===== src/rtl/framebuffer_fragment_addr_gen.sv =====
// -----------------------------------------------------------------------------
// framebuffer_fragment_addr_gen
//
// Purpose:
//   Turns a raw pixel stream from the tile/colour buffer into the fragment
//   stream consumed by the framebuffer writer. For every pixel of a rectangular
//   region it emits the pixel-index address, the screen position and a tlast
//   flag on the final pixel. Addresses are generated incrementally: the only
//   multiply happens once in SETUP, so RUN sustains one pixel per cycle,
//   including across row wraps.
//
// Configuration macro:
//   FRAMEBUFFER_FRAGMENT_ADDR_GEN_YFLIP_EN - bottom-up (OpenGL style) row
//   addressing. typos still reports the unflipped y. When undefined the
//   addressing is top-down and conf_y_resolution is unused.
//
// Ports:
//   aclk, resetn           clock, synchronous active-low reset
//   cmd_start              pulse: latch conf_* and start (only while idle)
//   conf_start_x/_y        first column/row, inclusive
//   conf_end_x/_y          last column/row, exclusive
//   conf_x_resolution      line pitch in pixels
//   conf_y_resolution      framebuffer height (y-flip only)
//   busy, done             busy from accepted command; done pulses at the end
//   s_pix_*                input pixel stream (tdata colour, tstrb enable)
//   m_frag_*               output fragment stream (taddr pixel index,
//                          txpos/typos screen position, tlast end of region)
// -----------------------------------------------------------------------------
module framebuffer_fragment_addr_gen #(
    parameter int ADDR_WIDTH  = 32,
    parameter int X_BIT_WIDTH = 11,
    parameter int Y_BIT_WIDTH = 11,
    parameter int PIXEL_WIDTH = 16
) (
    input  logic                   aclk,
    input  logic                   resetn,
    input  logic                   cmd_start,
    input  logic [X_BIT_WIDTH-1:0] conf_start_x,
    input  logic [Y_BIT_WIDTH-1:0] conf_start_y,
    input  logic [X_BIT_WIDTH-1:0] conf_end_x,
    input  logic [Y_BIT_WIDTH-1:0] conf_end_y,
    input  logic [X_BIT_WIDTH-1:0] conf_x_resolution,
    input  logic [Y_BIT_WIDTH-1:0] conf_y_resolution,
    output logic                   busy,
    output logic                   done,
    input  logic                   s_pix_tvalid,
    output logic                   s_pix_tready,
    input  logic [PIXEL_WIDTH-1:0] s_pix_tdata,
    input  logic                   s_pix_tstrb,
    output logic                   m_frag_tvalid,
    input  logic                   m_frag_tready,
    output logic                   m_frag_tlast,
    output logic [PIXEL_WIDTH-1:0] m_frag_tdata,
    output logic                   m_frag_tstrb,
    output logic [ADDR_WIDTH-1:0]  m_frag_taddr,
    output logic [X_BIT_WIDTH-1:0] m_frag_txpos,
    output logic [X_BIT_WIDTH-1:0] m_frag_typos
);

    localparam logic [X_BIT_WIDTH-1:0] X_ONE = X_BIT_WIDTH'(1);
    localparam logic [Y_BIT_WIDTH-1:0] Y_ONE = Y_BIT_WIDTH'(1);
    localparam logic [ADDR_WIDTH-1:0]  A_ONE = ADDR_WIDTH'(1);

    typedef enum logic [1:0] {
        ST_IDLE  = 2'd0,
        ST_SETUP = 2'd1,
        ST_RUN   = 2'd2
    } state_e;

    state_e                 state_q;
    logic                   busy_q;
    logic                   done_q;
    logic                   last_loaded_q;   // tlast pixel already taken

    // Latched region configuration
    logic [X_BIT_WIDTH-1:0] start_x_q;
    logic [Y_BIT_WIDTH-1:0] start_y_q;
    logic [X_BIT_WIDTH-1:0] end_x_q;
    logic [Y_BIT_WIDTH-1:0] end_y_q;
    logic [X_BIT_WIDTH-1:0] xres_q;

    // Walk state
    logic [X_BIT_WIDTH-1:0] x_q;
    logic [Y_BIT_WIDTH-1:0] y_q;
    logic [ADDR_WIDTH-1:0]  addr_q;
    logic [ADDR_WIDTH-1:0]  row_base_q;

    // Output register
    logic                   tvalid_q;
    logic                   tlast_q;
    logic [PIXEL_WIDTH-1:0] tdata_q;
    logic                   tstrb_q;
    logic [ADDR_WIDTH-1:0]  taddr_q;
    logic [X_BIT_WIDTH-1:0] txpos_q;
    logic [X_BIT_WIDTH-1:0] typos_q;

    logic [ADDR_WIDTH-1:0]  row_base_d;      // first row base, used in SETUP
    logic [ADDR_WIDTH-1:0]  next_row_base_d; // base of the following row
    logic [X_BIT_WIDTH-1:0] end_x_m1;
    logic [Y_BIT_WIDTH-1:0] end_y_m1;
    logic                   x_at_end;
    logic                   y_at_end;
    logic                   region_empty;
    logic                   pix_hs;
    logic                   frag_hs;

`ifdef FRAMEBUFFER_FRAGMENT_ADDR_GEN_YFLIP_EN
    logic [Y_BIT_WIDTH-1:0] yres_q;

    always_ff @(posedge aclk) begin
        if (state_q == ST_IDLE && cmd_start) begin
            yres_q <= conf_y_resolution;
        end
    end
`else
    logic unused_yres;
    assign unused_yres = ^conf_y_resolution;
`endif

    // NOTE: every variable written in always_comb gets a default first, so no
    // path can leave it unassigned and infer a latch.
    always_comb begin
        row_base_d      = '0;
        next_row_base_d = '0;
`ifdef FRAMEBUFFER_FRAGMENT_ADDR_GEN_YFLIP_EN
        row_base_d      = (ADDR_WIDTH'(yres_q) - A_ONE - ADDR_WIDTH'(start_y_q))
                          * ADDR_WIDTH'(xres_q) + ADDR_WIDTH'(start_x_q);
        next_row_base_d = row_base_q - ADDR_WIDTH'(xres_q);
`else
        row_base_d      = ADDR_WIDTH'(start_y_q) * ADDR_WIDTH'(xres_q)
                          + ADDR_WIDTH'(start_x_q);
        next_row_base_d = row_base_q + ADDR_WIDTH'(xres_q);
`endif
    end

    assign end_x_m1     = end_x_q - X_ONE;
    assign end_y_m1     = end_y_q - Y_ONE;
    assign x_at_end     = (x_q == end_x_m1);
    assign y_at_end     = (y_q == end_y_m1);
    assign region_empty = (start_x_q >= end_x_q) || (start_y_q >= end_y_q);

    // Single output register: a new pixel can be taken whenever the register
    // is empty or is being drained this cycle, so there is no bubble.
    assign s_pix_tready = (state_q == ST_RUN) && !last_loaded_q
                          && (!tvalid_q || m_frag_tready);
    assign pix_hs       = s_pix_tvalid && s_pix_tready;
    assign frag_hs      = tvalid_q && m_frag_tready;

    // NOTE: sequential state uses non-blocking assignments only, so every
    // register samples pre-edge values regardless of statement order.
    // NOTE: only control state is reset; configuration, walk counters and the
    // data/address part of the output register are always written before use.
    always_ff @(posedge aclk) begin
        if (!resetn) begin
            state_q       <= ST_IDLE;
            busy_q        <= 1'b0;
            done_q        <= 1'b0;
            tvalid_q      <= 1'b0;
            tlast_q       <= 1'b0;
            last_loaded_q <= 1'b0;
        end else begin
            done_q <= 1'b0;
            case (state_q)
                ST_IDLE: begin
                    if (cmd_start) begin
                        start_x_q     <= conf_start_x;
                        start_y_q     <= conf_start_y;
                        end_x_q       <= conf_end_x;
                        end_y_q       <= conf_end_y;
                        xres_q        <= conf_x_resolution;
                        busy_q        <= 1'b1;
                        last_loaded_q <= 1'b0;
                        state_q       <= ST_SETUP;
                    end
                end

                ST_SETUP: begin
                    if (region_empty) begin
                        done_q  <= 1'b1;
                        busy_q  <= 1'b0;
                        state_q <= ST_IDLE;
                    end else begin
                        row_base_q <= row_base_d;
                        addr_q     <= row_base_d;
                        x_q        <= start_x_q;
                        y_q        <= start_y_q;
                        state_q    <= ST_RUN;
                    end
                end

                ST_RUN: begin
                    if (pix_hs) begin
                        tvalid_q <= 1'b1;
                        tlast_q  <= x_at_end && y_at_end;
                        tdata_q  <= s_pix_tdata;
                        tstrb_q  <= s_pix_tstrb;
                        taddr_q  <= addr_q;
                        txpos_q  <= x_q;
                        typos_q  <= X_BIT_WIDTH'(y_q);
                        if (x_at_end && y_at_end) begin
                            last_loaded_q <= 1'b1;
                        end
                        if (x_at_end) begin
                            x_q        <= start_x_q;
                            y_q        <= y_q + Y_ONE;
                            row_base_q <= next_row_base_d;
                            addr_q     <= next_row_base_d;
                        end else begin
                            x_q    <= x_q + X_ONE;
                            addr_q <= addr_q + A_ONE;
                        end
                    end else if (frag_hs) begin
                        // pix_hs cannot coincide with the tlast drain: input
                        // is closed once the tlast pixel is loaded.
                        tvalid_q <= 1'b0;
                        tlast_q  <= 1'b0;
                        if (tlast_q) begin
                            done_q  <= 1'b1;
                            busy_q  <= 1'b0;
                            state_q <= ST_IDLE;
                        end
                    end
                end

                default: state_q <= ST_IDLE;
            endcase
        end
    end

    assign busy          = busy_q;
    assign done          = done_q;
    assign m_frag_tvalid = tvalid_q;
    assign m_frag_tlast  = tlast_q;
    assign m_frag_tdata  = tdata_q;
    assign m_frag_tstrb  = tstrb_q;
    assign m_frag_taddr  = taddr_q;
    assign m_frag_txpos  = txpos_q;
    assign m_frag_typos  = typos_q;

endmodule


===== config.mk =====
export PLATFORM = sky130hd
export DESIGN_NAME = framebuffer_fragment_addr_gen
export DESIGN_NICKNAME = d
export VERILOG_FILES = /design/src/rtl/framebuffer_fragment_addr_gen.sv
export SDC_FILE = /design/constraint.sdc
export NUM_CORES = 1
export LEC_CHECK = 0
export BUFFER_PORTS_ARGS = -buffer_cell sky130_fd_sc_hd__clkbuf_2
export CORE_MARGIN = 5
export CORE_UTILIZATION = 60
export CTS_CLUSTER_DIAMETER = 60
export DETAILED_ROUTE_END_ITERATION = 10
export PLACE_DENSITY = 0.81
export SYNTH_ARGS = -nofsm -noshare
export SYNTH_HDL_FRONTEND = slang
export SYNTH_SLANG_ARGS = --single-unit

===== constraint.sdc =====
create_clock -name aclk -period 6.03 [get_ports aclk]
set_input_delay 0.3015 -clock aclk [delete_from_list [all_inputs] [get_ports aclk]]
set_output_delay 0.3015 -clock aclk [all_outputs]
set_load 0.005 [all_outputs]

# Yosys cells after proc, flatten, opt, wreduce, memory -nomap -nowiden

Cells that the tools add are included.

Logic and storage cells: 104
ROM bits: 0
Memories kept: 0
Bits in latches: 0
RAM bits: 0
Bits in registers: 219
Output and inout port bits: 76

$mul: 1
Bitwise operators: 0
Shift operators: 0
Reductions and logical operators: 22
Div/mod/pow operators: 0
Equal/unequal tests: 13
Add/sub/neg operators: 7
Mux-type cells: 39
Magnitude comparators: 2

Operators with widths:

| cell                                                | number |
|---|---|
| 2-to-1 mux 32 bit                                   | 5 |
| case mux 32 bit (2 select lines)                    | 2 |
| 2-to-1 mux 11 bit                                   | 6 |
| case mux 11 bit (2 select lines)                    | 2 |
| adder 32 x 1 -> 32 bit (second input constant)      | 1 |
| adder 32 x 11 -> 32 bit                             | 1 |
| adder 22 x 11 -> 23 bit                             | 1 |
| adder 11 x 1 -> 11 bit (second input constant)      | 2 |
| equality test 11 bit                                | 2 |
| >= comparator 11 bit                                | 2 |
| multiplier 11 x 11 -> 22 bit                        | 1 |
| subtractor 11 x 1 -> 11 bit (second input constant) | 2 |
| != test 2 bit (second input constant)               | 8 |
| 2-to-1 mux 1 bit                                    | 15 |
| AND reduction 4 bit                                 | 3 |
| 2-to-1 mux 2 bit                                    | 5 |
| case mux 2 bit (3 select lines)                     | 1 |
| AND reduction 3 bit                                 | 2 |
| AND reduction 6 bit                                 | 1 |
| nonzero test 2 bit                                  | 3 |
| logical AND 1 bit                                   | 5 |
| AND reduction 5 bit                                 | 1 |
| case mux 1 bit (2 select lines)                     | 2 |
| case mux 1 bit (3 select lines)                     | 1 |
| 8 further kinds                                     | 10 |

# Depth between registers and ports, before layout

Gate-level depths: netlist of run 1.

Depth after elaboration: 6
Mapped depth: 21

# Worst setup path before layout of run 1

OpenSTA, ideal clock, no wires.

Path type: register to register
From: register xres_q[4]
To: register addr_q[16], data pin
Cell stages (with the launch flop): 18
Buffers on the path: 1
Slack: 0.755 ns
Data arrival time: 4.992 ns
Required time: 5.747 ns
Period minus slack after synthesis: 5.275 ns
Path through: edfxtp_1 > clkbuf_1 > nand2_1 > fa_1 > fa_1 > inv_1 > ha_1 > fa_1 > inv_1 > fa_1 > inv_1 > ha_1 > a21o_1 > a311oi_1 > o31a_1 > o21ai_0 > o311ai_0 > o311ai_1

Longest elaborated chain between the ends: 4
Elaborated cells between the ends (all ways): 7
Those cells by class: add/sub: 2; mul: 1; mux: 4

RTL lines:

| element                                                                 | line     | text |
|---|---|---|
| start, declared                                                         | 80       | `logic [X_BIT_WIDTH-1:0] xres_q;` |
| start signal, assigned                                                  | 170      | `xres_q <= conf_x_resolution;` |
| multiplier 11 x 11 -> 22 bit or adder 32 x 11 -> 32 bit (tied branches) | 130, 132 |  |
| adder 22 x 11 -> 23 bit or 2-to-1 mux 32 bit (tied branches)            | 131, 203 |  |
| 2-to-1 mux 32 bit (on tied branches)                                    | 178, 192 |  |
| case mux 32 bit (2 select lines) *                                      | 163      | `case (state_q)` |
| end signal, assigned                                                    | 184      | `addr_q <= row_base_d;` |
| end signal, assigned                                                    | 207      | `addr_q <= next_row_base_d;` |
| end signal, assigned                                                    | 210      | `addr_q <= addr_q + A_ONE;` |
| end, declared                                                           | 85       | `logic [ADDR_WIDTH-1:0] addr_q;` |

Every way passes the cells marked *; elsewhere a longest branch is shown, timed or not. The select of a mux whose other input is x is not followed.
A chain may end at the register's enable or synchronous reset.

# Worst setup path in the final report of run 1

From: register xres_q[7]
To: register addr_q[20], data pin

The elaborated chain is that of the path after synthesis.

==> results of run 1 <==
-- cells by family after synthesis --
logic type,synth area share [%]
buffers and inverters,5.500
AND/OR/NAND/NOR,14.48
XOR/XNOR,6.910
multiplexers,0.7715
flip-flops,43.14
AO/OA/AOI/OAI,8.146
adder cells (fa/ha/maj),21.05
-- power by group --
group          internal, W  switching, W
clock network     0.000819      0.000623
registers          0.00210      0.000163
logic              0.00155       0.00203
-- layout make-up --
class	count	area, um2	share of cell area (%)
clock inverters	13	100.1	0.5589
inverters	167	626.9	3.500
well taps	330	412.9	2.305
clock buffers	34	690.7	3.856
flip-flops and latches	219	6506	36.33
multi-input cells	960	7779	43.43
repair buffers	266	1794	10.02
-- through the flow --
stage	total power, W	area (um2)	setup slack, ps	instances
3_5_place_dp	0.005754	16280	297.9	1854
5_1_grt	0.007884	17910	11.13	1989
6_report	0.007289	17910	296.2	1989
2_1_floorplan	0.004860	15080	754.9	1398
3_3_place_gp	0.005632	16280	415.8	1854
4_1_cts	0.007281	17780	259.0	1972
-- registers in the layout (all words and copies together) (netlist names), 16 cells and up --
register / count
addr_q: 32
m_frag_taddr: 32
row_base_q: 32
m_frag_tdata: 16
-- cells in the final DEF, fill, tap and decap left out, types with 47 or more instances in the layout --
master           n
xnor2_1         62
clkbuf_2       152
nor2_1          76
edfxtp_1       212
ha_1           104
xor2_1          57
and2_1          57
nand2_1        157
dlygate4sd3_1   71
inv_1          166
nand3_1         47
fa_1            93
-- path summary, 6_finish.rpt --
path                        start               end  depth (start not counted)
max                     xres_q[7]        addr_q[20]                         17
min          conf_x_resolution[4]         xres_q[4]                          1
max reg2reg             xres_q[7]        addr_q[20]                         17
min reg2reg            addr_q[31]  m_frag_taddr[31]                          0
-- repair_timing --
item	CTS	global route
hold buffers	71	0
setup endpoints to repair	0	5
hold endpoints to repair	71	0
buffers inserted	0	17
-- routing by layer --
layer  share of wire [%]  wire length (um)  up-vias  track usage (%)
met3                 8.2              2759       67            4.390
li1                    -                 -     5295                -
met1                  41             13990     5239            33.01
met2                  48             16110      460            40.65
met5                   0                 0        -                0
met4                 2.8               957        0            6.916
-- critical path, delay by kind of cell (launching register included) --
kind                       cells  cell delay [ps]
buffers and inverters          4              460
and+or+nand+nor                2              270
adders and majority gates      6             2960
xor gates and xnor gates       1              180
AOI/OAI and AO/OA              4             1140
DFF                            1              540
==> impl_metrics.ini, run 1 <==
[setup_path]
path_class = reg -> reg
worst_path_max_delay_cell = fa_1
path_cells = buf_4 > and2_1 > fa_1 > fa_1 > fa_1 > fa_1 > inv_1 > fa_1 > inv_1 > ha_1 > nand2_1 > o31a_1 > buf_4 > o31ai_1 > a31oi_1 > xor2_1 > a221oi_1
path_max_fanout = 7
reg2reg_setup_slack_ps = 300
critPathArrivalTime_ps = 6090
path_common_cell = fa_1
critical_path.endpoint_type = flip-flop
cp_data_required_time_ps = 6380
start_kind = flip-flop
slowest_delay_ps = 560

[power]
vdd_ir_drop_max_uv = 343.7
power_leakage_nw = 7.634
p_per_area_nw_per_um2 = 407.0

[synthesis]
ys.warnings.count = 0
synthCells = 1398
syn_area_um2 = 15080
synthArstFlopShare_pct = 0
synth_cell_types = 68
syn_area_per_cell_um2 = 10.79
synth-main-ff-cell = edfxtp_1
synth_common_cells = edfxtp_1, inv_1, nand2_1
yosysTopAreaCell = edfxtp_1
synth_edf_count = 212
synth_fp_nets = 1684
ys_top_cells_by_area = edfxtp_1, fa_1, ha_1
ys_ff_latch = 219
synth-seq-area-share_pct = 43.14
synth_top_area_share_pct = 42.21
synth_most_common_cell = edfxtp_1

[place]
globalplace.congestion = 0.9008
dp_hpwl_um = 24860
portBuffers = 152

[clock_network]
cts.path.max_buffers = 3
tritoncts = built
numCtsBuffers = 26
h-tree-depth = 1
clock_sinks = 219
post_cts_resized = 0
clk_pin_slew_ps = 60
worstSkewPairLatency_ps = 530
root_buffer = clkbuf_16

[detailed_routing]
wl_um = 33820
wire_per_inst_um = 17.00
drc = 0
vias_per_cell = 5.561
drtPass1Iterations = 5
num_vias = 11060
drtIter0Drc = 882
ant_nets = 0

[timing]
finalCritPeriodShare_pct = 95.09
finClkSkew_ps = 18.02
final_hold_viol_count = 0
max_freq_mhz = 174.4
whs_ps = 30.14
finalCriticalPeriod_ps = 5734
setup_tns_ps = 0
worst_slew_pin_slew_ps = 907.1
rsz0062_at_grt = no
slew_headroom_pct = 39.53
setup_viol_count_final = 0
drv_slew = 0

[die]
rows = 58
dieWidth_um = 168.6
io_pins = 164
dieArea_um2 = 28410
start_util_pct = 60.42
core_um2 = 24960
dieHeight_um = 168.6

[grt]
grt_pass1_wl_um = 56550
overflow = 0
antenna_found_initial = 0
grt_max_degree = 72
grt_pass1_vias = 11410
grt_usage_pct = 24.33

[final_layout]
drive_gt1_share_pct = 15.37
syn_to_final_growth_pct = 18.74
diodes = 0
postLayoutCoreUtil_pct = 71.74
n_fill_cell = 1740
layout.nets = 1926

[hold_path]
hold_path.class = in -> reg

[run]
max_cap_violations = 0

[outcome]
status = finished, final reports clean
No activity file was read; power rests on OpenSTA's default activity.
==> run 2, diff against run 1 <==
--- a/config.mk
+++ b/config.mk
@@ -11,6 +11,7 @@
 export CTS_CLUSTER_DIAMETER = 60
 export DETAILED_ROUTE_END_ITERATION = 10
 export PLACE_DENSITY = 0.81
+export SLEW_MARGIN = 25
 export SYNTH_ARGS = -nofsm -noshare
 export SYNTH_HDL_FRONTEND = slang
 export SYNTH_SLANG_ARGS = --single-unit
==> constraint.sdc (replaced) <==
create_clock -name aclk -period 6.03 [get_ports aclk]
set_input_delay 1.206 -clock aclk [delete_from_list [all_inputs] [get_ports aclk]]
set_output_delay 1.206 -clock aclk [all_outputs]
set_load 0.005 [all_outputs]
==> impl_metrics.ini, run 2 (synthesis gave the netlist of run 1 again) <==
[timing]
drv_slew = 0
worst_slew_pin_slew_ps = 944.4
setup_tns_ps = 0
rsz0062_at_grt = no
final_hold_viol_count = 0
finClkSkew_ps = 16.86
finalCritPeriodShare_pct = 96.85
max_freq_mhz = 171.2
setup_viol_count_final = 0
finalCriticalPeriod_ps = 5840
slew_headroom_pct = 36.92

[setup_path]
cp_data_required_time_ps = 6280
path_class = reg -> reg
critPathArrivalTime_ps = 6090
path_max_fanout = 10
critical_path.endpoint_type = flip-flop
start_kind = flip-flop
reg2reg_depth = 18

[grt]
overflow = 0
grt_pass1_wl_um = 55500
grt_max_degree = 72
antenna_found_initial = 0
grt_pass1_vias = 10950
grt_usage_pct = 23.79

[die]
io_pins = 164
dieArea_um2 = 28410
dieHeight_um = 168.6
rows = 58
core_um2 = 24960
dieWidth_um = 168.6
start_util_pct = 60.42

[power]
swShare_pct = 38.33
power_leakage_nw = 7.341
p_per_area_nw_per_um2 = 426.7
p_total_w = 0.007353
intPower_w = 0.004534
seqPwrFrac_pct = 30.8
p_switching_w = 0.002818
vdd_ir_drop_max_uv = 308.6
combPwrFrac_pct = 48.1
clock_power_share_pct = 21.1

[final_layout]
n_fill_cell = 1875
final_common_cell = edfxtp_1
multi_input_area_um2 = 7779
syn_to_final_growth_pct = 14.23
drive_gt1_share_pct = 16.05
register_area_um2 = 6506
layout.nets = 1852
most-common-layout-cells = edfxtp_1, inv_1, nand2_1
diodes = 0

[detailed_routing]
wire_per_inst_um = 17.46
drc = 0
drtIter0Drc = 864
vias_per_cell = 5.698
drtPass1Iterations = 6
wl_um = 33410
num_vias = 10900
ant_nets = 0

[clock_network]
cts_setup_buffers = 0
cts_hold_buf = 0
tritoncts = built
numCtsBuffers = 25
h-tree-depth = 1
clk_pin_slew_ps = 60
post_cts_resized = 0
root_buffer = clkbuf_16
clock_sinks = 219
cts.path.max_buffers = 3
worstSkewPairLatency_ps = 530

[place]
dp_hpwl_um = 25080
portBuffers = 152
globalplace.congestion = 0.9179

[outcome]
status = finished, final reports clean

[hold_path]
hold_path_depth = 0
hold_path.class = reg -> reg

[run]
max_cap_violations = 0
run 2: layer usage:
metal,track usage (%),vias up,part of all wire (%)
met4,7.128,0,2.8
met3,3.223,67,7.6
met2,38.87,422,47
met5,0,-,0
li1,-,5152,-
met1,33.61,5259,43
run 2: layout make-up:
cell class / count / share of cell area (%)
multi-input combinational: 960 / 45.15
timing repair buffer: 193 / 6.201
inverter: 167 / 3.638
clock buffer: 29 / 3.718
sequential: 219 / 37.76
tap: 330 / 2.396
clock inverter: 15 / 1.140
run 2: path summary, 6_finish.rpt:
path | from | to | slack (ps)
setup / recovery | xres_q[4] | addr_q[16] | 190
hold / removal | addr_q[31] | m_frag_taddr[31] | 470
setup reg to reg | xres_q[4] | addr_q[16] | 190
hold reg to reg | addr_q[31] | m_frag_taddr[31] | 470
run 2: power groups by stage:
stage / Sequential (W) / Combinational (W) / Clock, W
4_1_cts: 0.00226 / 0.00349 / 0.00158
5_1_grt: 0.00228 / 0.00399 / 0.00164
3_5_place_dp: 0.00229 / 0.00343 / 0
2_1_floorplan: 0.00223 / 0.00263 / 0
6_report: 0.00226 / 0.00354 / 0.00155
3_3_place_gp: 0.00228 / 0.00331 / 0
run 2: worst max-delay path, cell delays in order, from the launching register on:
cell and delay (ps):
edfxtp_1 580, nand2_1 150, fa_1 580, fa_1 450, fa_1 500, inv_1 60, fa_1 530, inv_1 50
fa_1 530, inv_1 40, ha_1 360, a21oi_1 200, nor2_1 60, a211oi_1 280, o31a_1 280, o21ai_0 200
o311ai_0 430, buf_4 200, o311ai_1 80
run 2: through the flow:
stage          cell area, um2  utilization, %  hold slack, ps  setup slack [ps]  instances
2_1_floorplan           15080               -           424.4             754.9       1398
3_3_place_gp            16270           65.19           456.4             378.2       1853
3_5_place_dp            16270           65.19           458.4             266.1       1853
4_1_cts                 17110           68.54           471.9             197.9       1897
5_1_grt                 17230           69.02           497.9             6.048       1913
6_report                17230           69.02           474.3             189.7       1913
==> run 3, diff against run 2 <==
--- a/config.mk
+++ b/config.mk
@@ -10,7 +10,7 @@
 export CORE_UTILIZATION = 60
 export CTS_CLUSTER_DIAMETER = 60
 export DETAILED_ROUTE_END_ITERATION = 10
-export PLACE_DENSITY = 0.81
+export PLACE_DENSITY = 0.92
 export SLEW_MARGIN = 25
 export SYNTH_ARGS = -nofsm -noshare
 export SYNTH_HDL_FRONTEND = slang
==> impl_metrics.ini, run 3 (synthesis gave the netlist of run 1 again) <==
[timing]
setup_tns_ps = 0
final_hold_viol_count = 0
finalCritPeriodShare_pct = 94.82
max_freq_mhz = 174.9
drv_slew = 0
finClkSkew_ps = 27.57
rsz0062_at_grt = no
slew_headroom_pct = 35.29
finalCriticalPeriod_ps = 5718
worst_slew_pin_slew_ps = 968.9
setup_viol_count_final = 0

[setup_path]
rr_startpoint = xres_q[7]
critPathArrivalTime_ps = 5980
path_max_fanout = 12
critical_path.endpoint_type = flip-flop
reg2reg_setup_slack_ps = 310
start_kind = flip-flop
r2r_end = addr_q[16]
cp_data_required_time_ps = 6290
reg2reg_depth = 18
path_class = reg -> reg

[detailed_routing]
drc = 0
vias_per_cell = 5.786
num_vias = 11060
wl_um = 34220
ant_nets = 0
wire_per_inst_um = 17.90
drtIter0Drc = 1017
drtPass1Iterations = 6

[clock_network]
numCtsBuffers = 25
h-tree-depth = 1
cts.path.max_buffers = 3
root_buffer = clkbuf_16
tritoncts = built
post_cts_resized = 0
clock_sinks = 219
worstSkewPairLatency_ps = 540
clk_pin_slew_ps = 70

[grt]
overflow = 0
antenna_found_initial = 0
grt_pass1_vias = 11510
grt_usage_pct = 24.23
use_met1_pct = 31.99
gr-usage-met2_pct = 41.04
grt_pass1_wl_um = 56880
grt_max_degree = 72
grt_use_met3_pct = 4.064
busiest_layer = met2

[power]
vdd_ir_drop_max_uv = 391.2
seqPwrFrac_pct = 30.2
intPower_w = 0.004629
combPwrFrac_pct = 47.6
p_total_w = 0.007489
power_leakage_nw = 7.362
p_per_area_nw_per_um2 = 433.3
p_switching_w = 0.002860
swShare_pct = 38.19
clock_power_share_pct = 22.2

[die]
dieArea_um2 = 28410
rows = 58
dieWidth_um = 168.6
start_util_pct = 60.42
dieHeight_um = 168.6
core_um2 = 24960
io_pins = 164

[place]
dp_hpwl_um = 25100
globalplace.congestion = 0.9207
portBuffers = 152

[hold_path]
worstHoldStart = addr_q[27]
hold_path.class = reg -> reg
hold_end = m_frag_taddr[27]
hold_path_depth = 0

[final_layout]
most-common-layout-cells = edfxtp_1, inv_1, nand2_1
layout.nets = 1849
final_common_cell = edfxtp_1
register_area_um2 = 6506
drive_gt1_share_pct = 16.06
postLayoutCoreUtil_pct = 69.24
syn_to_final_growth_pct = 14.60
multi_input_area_um2 = 7779
n_fill_cell = 1716
diodes = 0

[run]
max_cap_violations = 0

[outcome]
status = finished, final reports clean
==> run 3: cell count changes in the layout (fill, tap and decap cells not counted), sizes merged <==
cell and change:
clkinv +4, clkbuf -3, inv -1, buf -3
bufinv +2
==> run 3: layer usage <==
layer | share of wire (%) | vias to the layer above | routed length, um
met4 | 3.6 | 0 | 1238
met1 | 39 | 5257 | 13430
met5 | 0 | - | 0
met3 | 8.6 | 106 | 2957
met2 | 48 | 549 | 16600
li1 | - | 5150 | -
==> run 3: what timing repair did <==
item | 4_1_cts | 5_1_grt
hold buffers | 0 | 0
endpoints found under the setup margin | 0 | 5
buffers inserted | 0 | 16
==> run 3: critical path, cell delays in order, from the launching register on <==
cell and delay (ps):
edfxtp_1 670, nand2_1 160, fa_1 470, fa_1 520
fa_1 490, inv_1 50, fa_1 530, inv_1 50
fa_1 540, inv_1 50, ha_1 360, a21oi_1 210
nor2_1 70, a211oi_1 180, o31a_1 280, o21ai_0 190
o311ai_0 360, buf_4 190, o311ai_1 80
==> run 3: worst max path at each step <==
stage,to,from,slack [ps],depth (start not counted)
floorplan,addr_q[16],xres_q[4],750,17
global placement,addr_q[16],start_y_q[2],440,20
detailed placement,row_base_q[16],start_y_q[2],270,20
CTS,addr_q[16],start_y_q[2],240,20
global route,addr_q[16],xres_q[6],30,18
finish,addr_q[16],xres_q[7],310,18
==> run 3: layout make-up <==
type | count | share of cell area [%]
Timing Repair Buffer | 190 | 6.051
Clock buffer | 26 | 3.641
Clock inverter | 20 | 1.650
Tap cell | 330 | 2.389
Inverter | 167 | 3.626
Multi-Input combinational cell | 960 | 45.00
Sequential cell | 219 | 37.64
==> run 3: power groups by stage <==
stage	clock network [W]	logic, W	registers [W]
after CTS	0.00168	0.00349	0.00227
final	0.00166	0.00356	0.00227
after global placement	0	0.00328	0.00228
after floorplan	0	0.00263	0.00223
after global routing	0.00175	0.00402	0.00228
after detailed placement	0	0.00343	0.00230
==> run 3: per-stage QoR <==
stage               worst slack, ps  hold WS [ps]  cells  area, um2
finish                        312.5         492.4   1912      17290
global route                  26.82         512.7   1912      17290
CTS                           243.7         496.6   1896      17170
detailed placement            270.5         480.9   1850      16250
global placement              439.6         459.8   1850      16250
floorplan                     754.9         424.4   1398      15080
